File: src/rtl/mem_stage.sv
// mem_stage: pipeline memory-access stage; aligns loads/stores over a req/ack
// data-memory port and registers a 43-bit result bus toward write-back.
module mem_stage #(
    parameter int ADDR_W   = 32,
    parameter int BUS_IN_W = 79
) (
    input  logic                clk,
    input  logic                resetn,
    input  logic                exe_valid,
    input  logic [BUS_IN_W-1:0] exe_mem_bus,
    output logic                mem_allowin,
    output logic                dm_req,
    output logic                dm_wr,
    output logic [3:0]          dm_wen,
    output logic [ADDR_W-1:0]   dm_addr,
    output logic [31:0]         dm_wdata,
    input  logic                dm_ack,
    input  logic [31:0]         dm_rdata,
    output logic [42:0]         MEM_WB_BUS,
    output logic                addr_exc,
    output logic [ADDR_W-1:0]   bad_vaddr
);
    typedef enum logic {IDLE, WAIT} state_t;

    state_t              state_q;
    logic [10:0]         meta_q;
    logic [3:0]          op_q;
    logic [31:0]         res_q;
    logic                dm_req_q, dm_wr_q, addr_exc_q;
    logic [3:0]          dm_wen_q;
    logic [ADDR_W-1:0]   dm_addr_q, bad_vaddr_q;
    logic [31:0]         dm_wdata_q;
    logic [42:0]         wb_q;

    logic [3:0]  op;
    logic [31:0] res, st;
    logic        is_ld, is_st, is_h, is_w, mis;
    logic [3:0]  wen_d;
    logic [31:0] wdata_d, w_data_d;
    logic [7:0]  byte_v;
    logic [15:0] half_v;

    always_comb begin
        op       = exe_mem_bus[67:64];
        res      = exe_mem_bus[63:32];
        st       = exe_mem_bus[31:0];
        is_ld    = op >= 4'd1 && op <= 4'd5;
        is_st    = op >= 4'd9 && op <= 4'd11;
        is_h     = op == 4'd3 || op == 4'd4 || op == 4'd10;
        is_w     = op == 4'd5 || op == 4'd11;
        mis      = (is_h & res[0]) | (is_w & |res[1:0]);
        wen_d    = op == 4'd9  ? 4'b0001 << res[1:0] :
                   op == 4'd10 ? (res[1] ? 4'b1100 : 4'b0011) :
                   op == 4'd11 ? 4'b1111 : 4'b0000;
        wdata_d  = op == 4'd9  ? {4{st[7:0]}} :
                   op == 4'd10 ? {2{st[15:0]}} :
                   op == 4'd11 ? st : 32'd0;
        byte_v   = res_q[1] ? (res_q[0] ? dm_rdata[31:24] : dm_rdata[23:16])
                            : (res_q[0] ? dm_rdata[15:8]  : dm_rdata[7:0]);
        half_v   = res_q[1] ? dm_rdata[31:16] : dm_rdata[15:0];
        // op_q only ever holds a memory op here, so < 6 means load
        w_data_d = op_q == 4'd1 ? {{24{byte_v[7]}}, byte_v} :
                   op_q == 4'd2 ? {24'd0, byte_v} :
                   op_q == 4'd3 ? {{16{half_v[15]}}, half_v} :
                   op_q == 4'd4 ? {16'd0, half_v} :
                   op_q == 4'd5 ? dm_rdata : res_q;
    end

    always_ff @(posedge clk or negedge resetn) begin
        if (!resetn) begin
            state_q     <= IDLE;
            meta_q      <= '0;
            op_q        <= '0;
            res_q       <= '0;
            dm_req_q    <= 1'b0;
            dm_wr_q     <= 1'b0;
            dm_wen_q    <= '0;
            dm_addr_q   <= '0;
            dm_wdata_q  <= '0;
            addr_exc_q  <= 1'b0;
            bad_vaddr_q <= '0;
            wb_q        <= '0;
        end else begin
            addr_exc_q <= 1'b0;
            wb_q       <= '0;
            if (state_q == IDLE) begin
                if (exe_valid) begin
                    meta_q <= exe_mem_bus[78:68];
                    op_q   <= op;
                    res_q  <= res;
                    if (!(is_ld | is_st)) begin
                        wb_q <= {exe_mem_bus[78:68], res};
                    end else if (mis) begin
                        addr_exc_q  <= 1'b1;
                        bad_vaddr_q <= res;
                    end else begin
                        dm_req_q   <= 1'b1;
                        dm_wr_q    <= is_st;
                        dm_wen_q   <= wen_d;
                        dm_addr_q  <= {res[31:2], 2'b00};
                        dm_wdata_q <= wdata_d;
                        state_q    <= WAIT;
                    end
                end
            end else if (dm_req_q && dm_ack) begin
                dm_req_q <= 1'b0;
                wb_q     <= {meta_q, w_data_d};
            end else if (!dm_req_q) begin
                // result cycle: allowin stays low one cycle after the ack
                state_q <= IDLE;
            end
        end
    end

    assign mem_allowin = state_q == IDLE;
    assign dm_req      = dm_req_q;
    assign dm_wr       = dm_wr_q;
    assign dm_wen      = dm_wen_q;
    assign dm_addr     = dm_addr_q;
    assign dm_wdata    = dm_wdata_q;
    assign MEM_WB_BUS  = wb_q;
    assign addr_exc    = addr_exc_q;
    assign bad_vaddr   = bad_vaddr_q;
endmodule

File: config.mk
export PLATFORM = sky130hd
export DESIGN_NAME = mem_stage
export DESIGN_NICKNAME = d
export VERILOG_FILES = /design/src/rtl/mem_stage.sv
export SDC_FILE = /design/constraint.sdc
export NUM_CORES = 1
export LEC_CHECK = 0
export CAP_MARGIN = 25
export CORE_MARGIN = 5
export CORE_UTILIZATION = 25
export DETAILED_ROUTE_END_ITERATION = 10
export SETUP_SLACK_MARGIN = 0.02
export SLEW_MARGIN = 20
export SYNTH_ARGS = -nofsm -noshare
export SYNTH_HDL_FRONTEND = slang
export SYNTH_SLANG_ARGS = --single-unit
File: constraint.sdc
create_clock -name clk -period 2.7 [get_ports clk]
set_clock_uncertainty 0.1 [all_clocks]
set_input_delay 0.54 -clock clk [delete_from_list [all_inputs] [get_ports clk]]
set_output_delay 0.54 -clock clk [all_outputs]
set_load 0.01 [all_outputs]
==> impl_metrics.yaml, run 1 <==
status:
  outcome: "finished clean"
logic_synthesis:
  synth.top_cell.area_share_pct: 53.1
  postSynthAreaPerCell_um2: 10.9
  synth_cell_types: 57
  synth-seq-area-share_pct: 53.1
  ys_ff_latch: 192
  syn_area_um2: 9050
  yosysWarnings: 0
  ys.flop_type: "dfrtp_1"
  yosysTopAreaCell: "dfrtp_1"
  synthTopCellsByArea: "dfrtp_1, mux2_2, nand2_1"
  syn_inst: 834
  async_flop_share_pct: 100
  synth_edf_count: 0
timing:
  tightest_slew_ns: 0.793
  finalSetupViolCount: 0
  finalCriticalPeriod_ns: 2.41
  slew_violations: 0
  worst_slack_ns: 0.295
  clock.fmax_mhz: 416
  rsz0062_at_grt: "false"
  timing.slew.headroom_pct: 46.9
  fin_crit_sh_pct: 89.1
  hold_viol: 0
  holdWs_ns: 0.380
cells_and_area:
  fin_nets: 1213
  drive_gt1_share_pct: 16.0
  nFillCells: 3543
  fin_area_um2: 13000
  final_cell_mix: "clkdlybuf4s50_1, dfrtp_1, nand2_1"
  final_common_cell: "clkdlybuf4s50_1"
  syn2layout_area_growth_pct: 44.0
run:
  drv_cap: 0
grt:
  grt_pass1_vias: 7904
  grt_max_degree: 70
  grt_pass1_wl_mm: 48.7
  grt_use_total_pct: 15.4
  antenna_found_initial: 5
  grt_overflow: 0
cts:
  htree_levels: 4
  cts_post_setup_buffers_inserted: 0
  clock_sinks: 192
  clk_pin_slew_ns: 0.07
  hold_buffers: 1
  clock_latency_ns: 0.44
  cts_buffers: 17
  clock_tree.root_cell: "clkbuf_16"
  cts_resized: 0
  cts_tree: "done"
  clockBufferDepth: 2
placed_design:
  place.gp.congestion: 0.838
  post_dp_cell_area_um2: 12400
  portBuffers: 259
  hpwlAfterDp_mm: 23.1
  dp_slack_ns: -0.156
die:
  io_pins: 262
  start_util_pct: 25.4
  core-area_um2: 35700
  die_area_um2: 40100
  rows: 69
  fp.dieW_um: 200
  die_y_um: 200
worst_setup_path:
  rrSetupSlack_ns: 0.49
  worstPathBufferInverterCount: 2
  cp.required_ns: 2.92
  critPathMaxFanout: 17
  worstSetupPathType: "input port to flip-flop"
  rr_endpoint: "MEM_WB_BUS[30]"
  crit_family: "buffers and inverters"
  critPathMaxStageDelay_ns: 0.53
  critPathLaunchType: "input port"
  r2r_start: "op_q[1]"
  path_cells: "clkdlybuf4s50_1 > mux4_2 > or4_1 > buf_4 > and3_1 > a221o_1"
  end_kind: "flip-flop"
  ff2ff_path_depth: 3
  slowest_stage: "clkdlybuf4s50_1"
  worstPathArrival_ns: 2.62
pwr:
  p_leak_uw: 0.00575
  peakVddDrop_mv: 0.463
  seq_power_share_pct: 36.3
  intPower_uw: 8250
  combPwrFrac_pct: 43.1
  netSwitchingFraction_pct: 34.5
  p_sw_uw: 4350
  power.density_nw_per_um2: 966
  clkPwrFrac_pct: 20.6
detailed_routing:
  drtIter0Drc: 479
  vias: 7518
  wl_mm: 31.2
  vias_per_cell: 4.78
  first_pass_iters: 6
  drc: 0
  ant_nets: 0
  wl_per_cell_um: 19.9
min_path:
  hold_path.class: "flip-flop to flip-flop"
  hp-start: "res_q[29]"
  hold_depth: 2
  min_to: "res_q[29]"
-- worst register-to-register path, stage by stage, from the launching register on --
cell,delay [ns]
dfrtp_1,0.60
or3b_2,0.71
o211a_2,0.29
a221o_1,0.40
-- cell families (layout without fill, tap and decap cells) --
group,count (synthesis),in the layout,synth area share (%)
compound gates,152,152,12.8
xor+xnor,2,2,0.193
buf+inv,91,367,4.60
flops,192,192,53.1
mux,127,127,15.6
other cells,1,3,0.0414
simple gates,269,269,13.6
-- worst max path at each step --
stage,start,to,slack [ns],cells after the start
6_report,dm_rdata[7],MEM_WB_BUS[30],0.29,6
5_1_grt,dm_rdata[7],MEM_WB_BUS[20],0.28,6
4_1_cts,dm_rdata[7],MEM_WB_BUS[30],0.33,6
2_1_floorplan,exe_mem_bus[65],dm_wdata[29],0.24,8
3_3_place_gp,dm_rdata[7],MEM_WB_BUS[30],-0.15,6
3_5_place_dp,dm_rdata[7],MEM_WB_BUS[30],-0.16,6
-- stage by stage --
stage	utilization, %	TNS [ns]	power, uW	cells
after floorplan	-	0	7230	835
after global placement	34.9	-5.03	10000	1539
after detailed placement	34.9	-12.05	10100	1539
after CTS	36.6	0	12800	1572
after global routing	36.6	0	13400	1573
final	36.6	0	12600	1573
-- per-layer routing --
metal / track usage, % / vias up / routed length (um)
met1: 19.9 / 3733 / 13700
li1: - / 3479 / -
met4: 4.20 / 8 / 517
met3: 4.87 / 44 / 2060
met2: 25.0 / 254 / 14900
met5: 0 / - / 55
-- final cells by class --
type / count / area [um2] / area share [%]
sequential: 192 / 4800 / 36.8
multi-input combinational: 552 / 3880 / 29.8
timing repair buffer: 313 / 3100 / 23.8
tap: 461 / 577 / 4.42
clock buffer: 21 / 460 / 3.53
clock inverter: 11 / 129 / 0.988
inverter: 22 / 82.6 / 0.633
antenna: 1 / 2.50 / 0.0192
-- power groups by stage --
stage | registers, uW | clock network (uW) | logic, uW
2_1_floorplan | 4830 | 0 | 2390
3_3_place_gp | 4590 | 0 | 5420
3_5_place_dp | 4620 | 0 | 5460
4_1_cts | 4580 | 2710 | 5480
5_1_grt | 4710 | 2810 | 5860
6_report | 4570 | 2600 | 5420
-- state kept, by name, indices dropped and copies added, names as in the netlist --
name and flops:
res_q 32, dm_wen 4, op_q 4, MEM_WB_BUS 43
dm_wdata 32, dm_wr 1, addr_exc 1, state_q 1
bad_vaddr 32, meta_q 11, dm_req 1, dm_addr 30
-- cell usage after synthesis, types with 8 or more instances --
cell and count:
o22ai_1 23, and3_1 18, mux2_1 16, nand2b_1 9, a22o_1 13, a21oi_1 19, clkbuf_1 47, mux2_2 80
nand3_1 9, a221o_1 17, buf_6 8, mux2i_1 29, nor2b_1 30, inv_1 22, o21ai_0 14, a32o_1 12
nor2_1 20, dfrtp_1 192, a22oi_1 16, nand2_1 162
(Power assumes the default switching activity.)
==> inputs of run 2 (changes only) <==
--- a/config.mk
+++ b/config.mk
@@ -5,9 +5,10 @@
 export SDC_FILE = /design/constraint.sdc
 export NUM_CORES = 1
 export LEC_CHECK = 0
-export CAP_MARGIN = 25
+export CAP_MARGIN = 30
 export CORE_MARGIN = 5
 export CORE_UTILIZATION = 25
+export CTS_CLUSTER_SIZE = 20
 export DETAILED_ROUTE_END_ITERATION = 10
 export SETUP_SLACK_MARGIN = 0.02
 export SLEW_MARGIN = 20
==> constraint.sdc (replaced) <==
create_clock -name clk -period 2.9 [get_ports clk]
set_clock_uncertainty 0.1 [all_clocks]
set_input_delay 0.58 -clock clk [delete_from_list [all_inputs] [get_ports clk]]
set_output_delay 0.58 -clock clk [all_outputs]
set_load 0.01 [all_outputs]
==> run 2 against run 1 <==
Net effect: the flow now finishes with violations (negative hold slack); first-iteration DRC count grew 13%; sequential power fell by 6.3%; sequential share of layout area up 0.092 points; core utilization down 0.091 points; worst setup slack improved by 0.18 ns; critical endpoint is now dm_wdata[15]; design area fell by 0.25%; clock-buffer cell count unchanged; clock power hardly changed; power down 5.9%; die area unchanged; final cell count fell by 0.70%.
==> impl_metrics.yaml, run 2 (synthesis gave the netlist of run 1 again) <==
detailed_routing:
  drtIter0Drc: 541
  drc: 0
  first_pass_iters: 6
  vias_per_cell: 4.81
  wl_per_cell_um: 20.2
  wl_mm: 31.5
  vias: 7515
  ant_nets: 0
cts:
  clock_latency_ns: 0.45
  htree_levels: 4
  cts_resized: 0
  hold_buffers: 0
  clock_tree.root_cell: "clkbuf_16"
  cts_post_setup_buffers_inserted: 0
  clockBufferDepth: 2
  cts_tree: "done"
  clk_pin_slew_ns: 0.07
  clock_sinks: 192
  cts_buffers: 17
status:
  violations: "negative hold slack"
  outcome: "complete, but fails checks"
timing:
  slew_violations: 0
  tightest_slew_ns: 0.709
  worst_slack_ns: 0.472
  finalSetupViolCount: 0
  holdWs_ns: -0.00175
  tns_ns: 0
  clock.fmax_mhz: 412
  hold_viol: 1
  rsz0062_at_grt: "false"
  fin_crit_sh_pct: 83.7
  finalCriticalPeriod_ns: 2.43
  timing.slew.headroom_pct: 52.5
cells_and_area:
  multi_input_area_um2: 3880
  final_cell_mix: "clkdlybuf4s50_1, dfrtp_1, nand2_1"
  final_common_cell: "clkdlybuf4s50_1"
  fin_area_um2: 13000
  largest_reg_flops: 43
  drive_gt1_share_pct: 15.2
  nFillCells: 3521
  fin_nets: 1202
  seqCellArea_um2: 4800
  syn2layout_area_growth_pct: 43.7
die:
  rows: 69
  core-area_um2: 35700
  fp.dieW_um: 200
  io_pins: 262
  die_y_um: 200
  die_area_um2: 40100
  start_util_pct: 25.4
pwr:
  power.density_nw_per_um2: 912
  fin_total_pwr_uw: 11900
  peakVddDrop_mv: 0.440
  p_leak_uw: 0.00572
grt:
  antenna_found_initial: 2
  grt_pass1_vias: 7876
  grt_pass1_wl_mm: 48.5
  grt_overflow: 0
  grt_use_total_pct: 15.3
  grt_max_degree: 66
placed_design:
  portBuffers: 259
  post_dp_cell_area_um2: 12400
  hpwlAfterDp_mm: 23.2
  place.gp.congestion: 0.860
  dp_slack_ns: 0.0365
worst_setup_path:
  crit_family: "buffers and inverters"
  critPathLaunchType: "input port"
  end_kind: "flip-flop"
  ff2ff_path_depth: 5
  worstPathArrival_ns: 2.65
  slowest_stage: "or4_4"
  critPathMaxStageDelay_ns: 0.60
  critPathMaxFanout: 26
  worstSetupPathType: "input port to flip-flop"
  rrSetupSlack_ns: 0.61
  r2r_start: "res_q[0]"
  rr_endpoint: "MEM_WB_BUS[30]"
  path_cells: "clkdlybuf4s50_1 > o21ai_0 > nand2_1 > or4_4 > buf_12 > mux2_1"
  cp.required_ns: 3.12
  worstPathBufferInverterCount: 2
min_path:
  hold_path.class: "input port to async pin"
run:
  drv_cap: 0
==> run 2: worst max-delay path by stage <==
stage | from | endpoint | slack [ns] | cells past startpoint
2_1_floorplan | exe_mem_bus[65] | dm_wdata[29] | 0.40 | 8
5_1_grt | exe_mem_bus[65] | dm_addr[21] | 0.36 | 6
3_3_place_gp | dm_rdata[7] | MEM_WB_BUS[30] | 0.06 | 6
6_report | exe_mem_bus[65] | dm_wdata[15] | 0.47 | 6
3_5_place_dp | exe_mem_bus[66] | dm_wdata[15] | 0.04 | 6
4_1_cts | exe_mem_bus[65] | dm_wdata[15] | 0.52 | 6
==> run 2: where the power goes <==
group / internal [uW] / total [uW] / leakage, uW / switching, uW
logic: 2650 / 5000 / 0.00298 / 2350
registers: 3670 / 4280 / 0.00243 / 613
clock network: 1480 / 2580 / 0.000304 / 1100
==> run 2: layout make-up <==
| type | count | area share [%] |
|---|---|---|
| tap | 461 | 4.43 |
| sequential | 192 | 36.9 |
| timing repair buffer | 302 | 23.3 |
| clock buffer | 21 | 3.46 |
| multi-input combinational | 552 | 29.8 |
| clock inverter | 11 | 1.38 |
| inverter | 22 | 0.635 |
| antenna | 1 | 0.0192 |
==> run 2: routing by layer <==
layer | share of wire (%) | vias to the layer above | track usage [%]
li1 | - | 3451 | -
met4 | 1.8 | 2 | 4.40
met5 | 0.063 | - | 0
met1 | 44 | 3770 | 20.1
met3 | 5.8 | 39 | 4.20
met2 | 48 | 253 | 25.1
==> run 2: worst reg2reg max path: stages (launching register included) <==
cell and delay, ns:
dfrtp_1 0.62, mux4_2 0.41, or4_1 0.41, buf_4 0.20, and3_1 0.16, a221o_1 0.28
==> run 2: stage by stage <==
| step | cells | util (%) |
|---|---|---|
| floorplan | 835 | - |
| global placement | 1529 | 34.7 |
| detailed placement | 1529 | 34.7 |
| CTS | 1561 | 36.5 |
| global route | 1562 | 36.5 |
| finish | 1562 | 36.5 |
==> inputs of run 3 (changes only) <==
==> constraint.sdc (replaced) <==
create_clock -name clk -period 2.1 [get_ports clk]
set_clock_uncertainty 0.1 [all_clocks]
set_input_delay 0.42 -clock clk [delete_from_list [all_inputs] [get_ports clk]]
set_output_delay 0.42 -clock clk [all_outputs]
set_load 0.01 [all_outputs]
==> run 3 against run 2 <==
Net effect: the flow finishes with violations (negative setup slack); die area did not move; combinational power is 51% higher; global-route usage grew 0.62 points; core utilization increased by 1.7 points; hold slack gained 0.26 ns; sequential share of layout area decreased by 1.6 points.
==> impl_metrics.yaml, run 3 (synthesis gave the netlist of run 1 again) <==
timing:
  slew_violations: 0
  finalSetupViolCount: 23
  timing.slew.headroom_pct: 57.1
  hold_viol: 0
  clock.fmax_mhz: 442
  holdWs_ns: 0.263
  worst_slack_ns: -0.161
  finalCriticalPeriod_ns: 2.26
  rsz0062_at_grt: "true"
  fin_crit_sh_pct: 108
  tightest_slew_ns: 0.642
detailed_routing:
  wl_mm: 32.5
  drc: 0
  wl_per_cell_um: 20.2
  drtIter0Drc: 478
  vias: 7682
  vias_per_cell: 4.78
  ant_nets: 0
  first_pass_iters: 5
cts:
  clk_pin_slew_ns: 0.07
  clockBufferDepth: 2
  clock_latency_ns: 0.44
  clock_tree.root_cell: "clkbuf_16"
  htree_levels: 4
  clock_sinks: 192
  cts_buffers: 17
  cts_tree: "done"
cells_and_area:
  seqCellArea_um2: 4810
  final_cell_mix: "clkdlybuf4s50_1, dfrtp_1, nand2_1"
  drive_gt1_share_pct: 20.5
  syn2layout_area_growth_pct: 50.2
  final_common_cell: "clkdlybuf4s50_1"
  multi_input_area_um2: 3990
  fin_util_pct: 38.1
  fin_nets: 1245
  nFillCells: 3498
  largest_reg_flops: 43
die:
  fp.dieW_um: 200
  die_area_um2: 40100
  start_util_pct: 25.4
  rows: 69
  core-area_um2: 35700
  io_pins: 262
  die_y_um: 200
pwr:
  power.density_nw_per_um2: 1250
  peakVddDrop_mv: 0.637
  p_leak_uw: 0.00605
grt:
  met3_usage_pct: 3.98
  grtUsageMet2_pct: 26.0
  grt_max_degree: 48
  grt_busiest_layer: "met2"
  antenna_found_initial: 5
  grt_pass1_wl_mm: 49.9
  grt_pass1_vias: 8107
  grt_use_total_pct: 16.0
  grt_util_met1_pct: 20.0
  grt_overflow: 0
status:
  outcome: "complete, but fails checks"
  violations: "negative setup slack"
worst_setup_path:
  r2r_start: "res_q[1]"
  crit_path_start: "res_q[1]"
  worstPathArrival_ns: 2.48
  critPathMaxFanout: 8
  critPathLaunchType: "flip-flop"
  end_kind: "flip-flop"
  worstSetupPathType: "flip-flop to flip-flop"
  cp.required_ns: 2.32
min_path:
  hp-start: "exe_mem_bus[67]"
  hold_path.class: "input port to flip-flop"
run:
  drv_cap: 0
placed_design:
  hpwlAfterDp_mm: 23.2
  portBuffers: 259
  place.gp.congestion: 0.856
run 3: cell count changes in the layout (fill, tap and decap cells not counted), sizes merged:
cell,delta
o211a,+1
dlygate4sd2,+3
dlygate4sd3,+1
clkdlybuf4s15,+2
clkinvlp,+1
clkdlybuf4s50,-7
diode,+3
buf,+43
clkinv,-1
run 3: critical path: stages, from the launching register on:
cell and delay, ns:
dfrtp_2 0.42, mux4_2 0.57, o41a_1 0.47, o211a_4 0.25, a221o_1 0.34
run 3: path summary, 6_finish.rpt:
| path | end | slack (ns) | cells past startpoint |
|---|---|---|---|
| worst max-delay path | MEM_WB_BUS[30] | -0.16 | 4 |
| worst min-delay path | op_q[3] | 0.26 | 4 |
| worst max register to register | MEM_WB_BUS[30] | -0.16 | 4 |
| worst min register to register | meta_q[6] | 0.38 | 2 |
| max in group asynchronous | dm_addr[10] | 0.86 | 3 |
| min in group asynchronous | bad_vaddr[28] | 0.40 | 2 |
run 3: area by class of cell:
type                       count  area share [%]
sequential                   192            35.3
multi-input combinational    553            29.3
timing repair buffer         344            25.8
antenna                        4          0.0736
tap                          461            4.24
clock buffer                  21            3.31
clock inverter                11            1.32
inverter                      22           0.607
run 3: per-stage QoR:
| step | setup WS, ns | instances | setup TNS, ns | total power, uW | area [um2] |
|---|---|---|---|---|---|
| final | -0.161 | 1608 | -2.53 | 17000 | 13600 |
| after global routing | -0.178 | 1608 | -3.07 | 18000 | 13600 |
| after CTS | -0.142 | 1600 | -2.26 | 17200 | 13600 |
| after detailed placement | -0.571 | 1557 | -64.26 | 13200 | 12700 |
| after global placement | -0.567 | 1557 | -62.43 | 13100 | 12700 |
| after floorplan | -0.123 | 835 | -10.00 | 9430 | 9190 |
run 3: routing by layer:
metal,part of all wire (%),wire length [um]
met5,0.034,11
met2,48,15600
met3,5.6,1820
met4,4.1,1350
met1,42,13800
run 3: repair_timing:
action / in CTS / in global routing
resized for setup: 36 / 3
buffers inserted: 5 / 4
hold buffers: 1 / 0
setup endpoints to repair: 117 / 57
hold endpoints to repair: 42 / 0
gates cloned: 5 / 0
pin swaps: 12 / 1
run 3: power breakdown:
part           switching [uW]  internal [uW]  total [uW]  leakage (uW)
clock                    1520           2040        3570      0.000298
combinational            3500           4070        7570       0.00332
sequential                791           5070        5860       0.00243
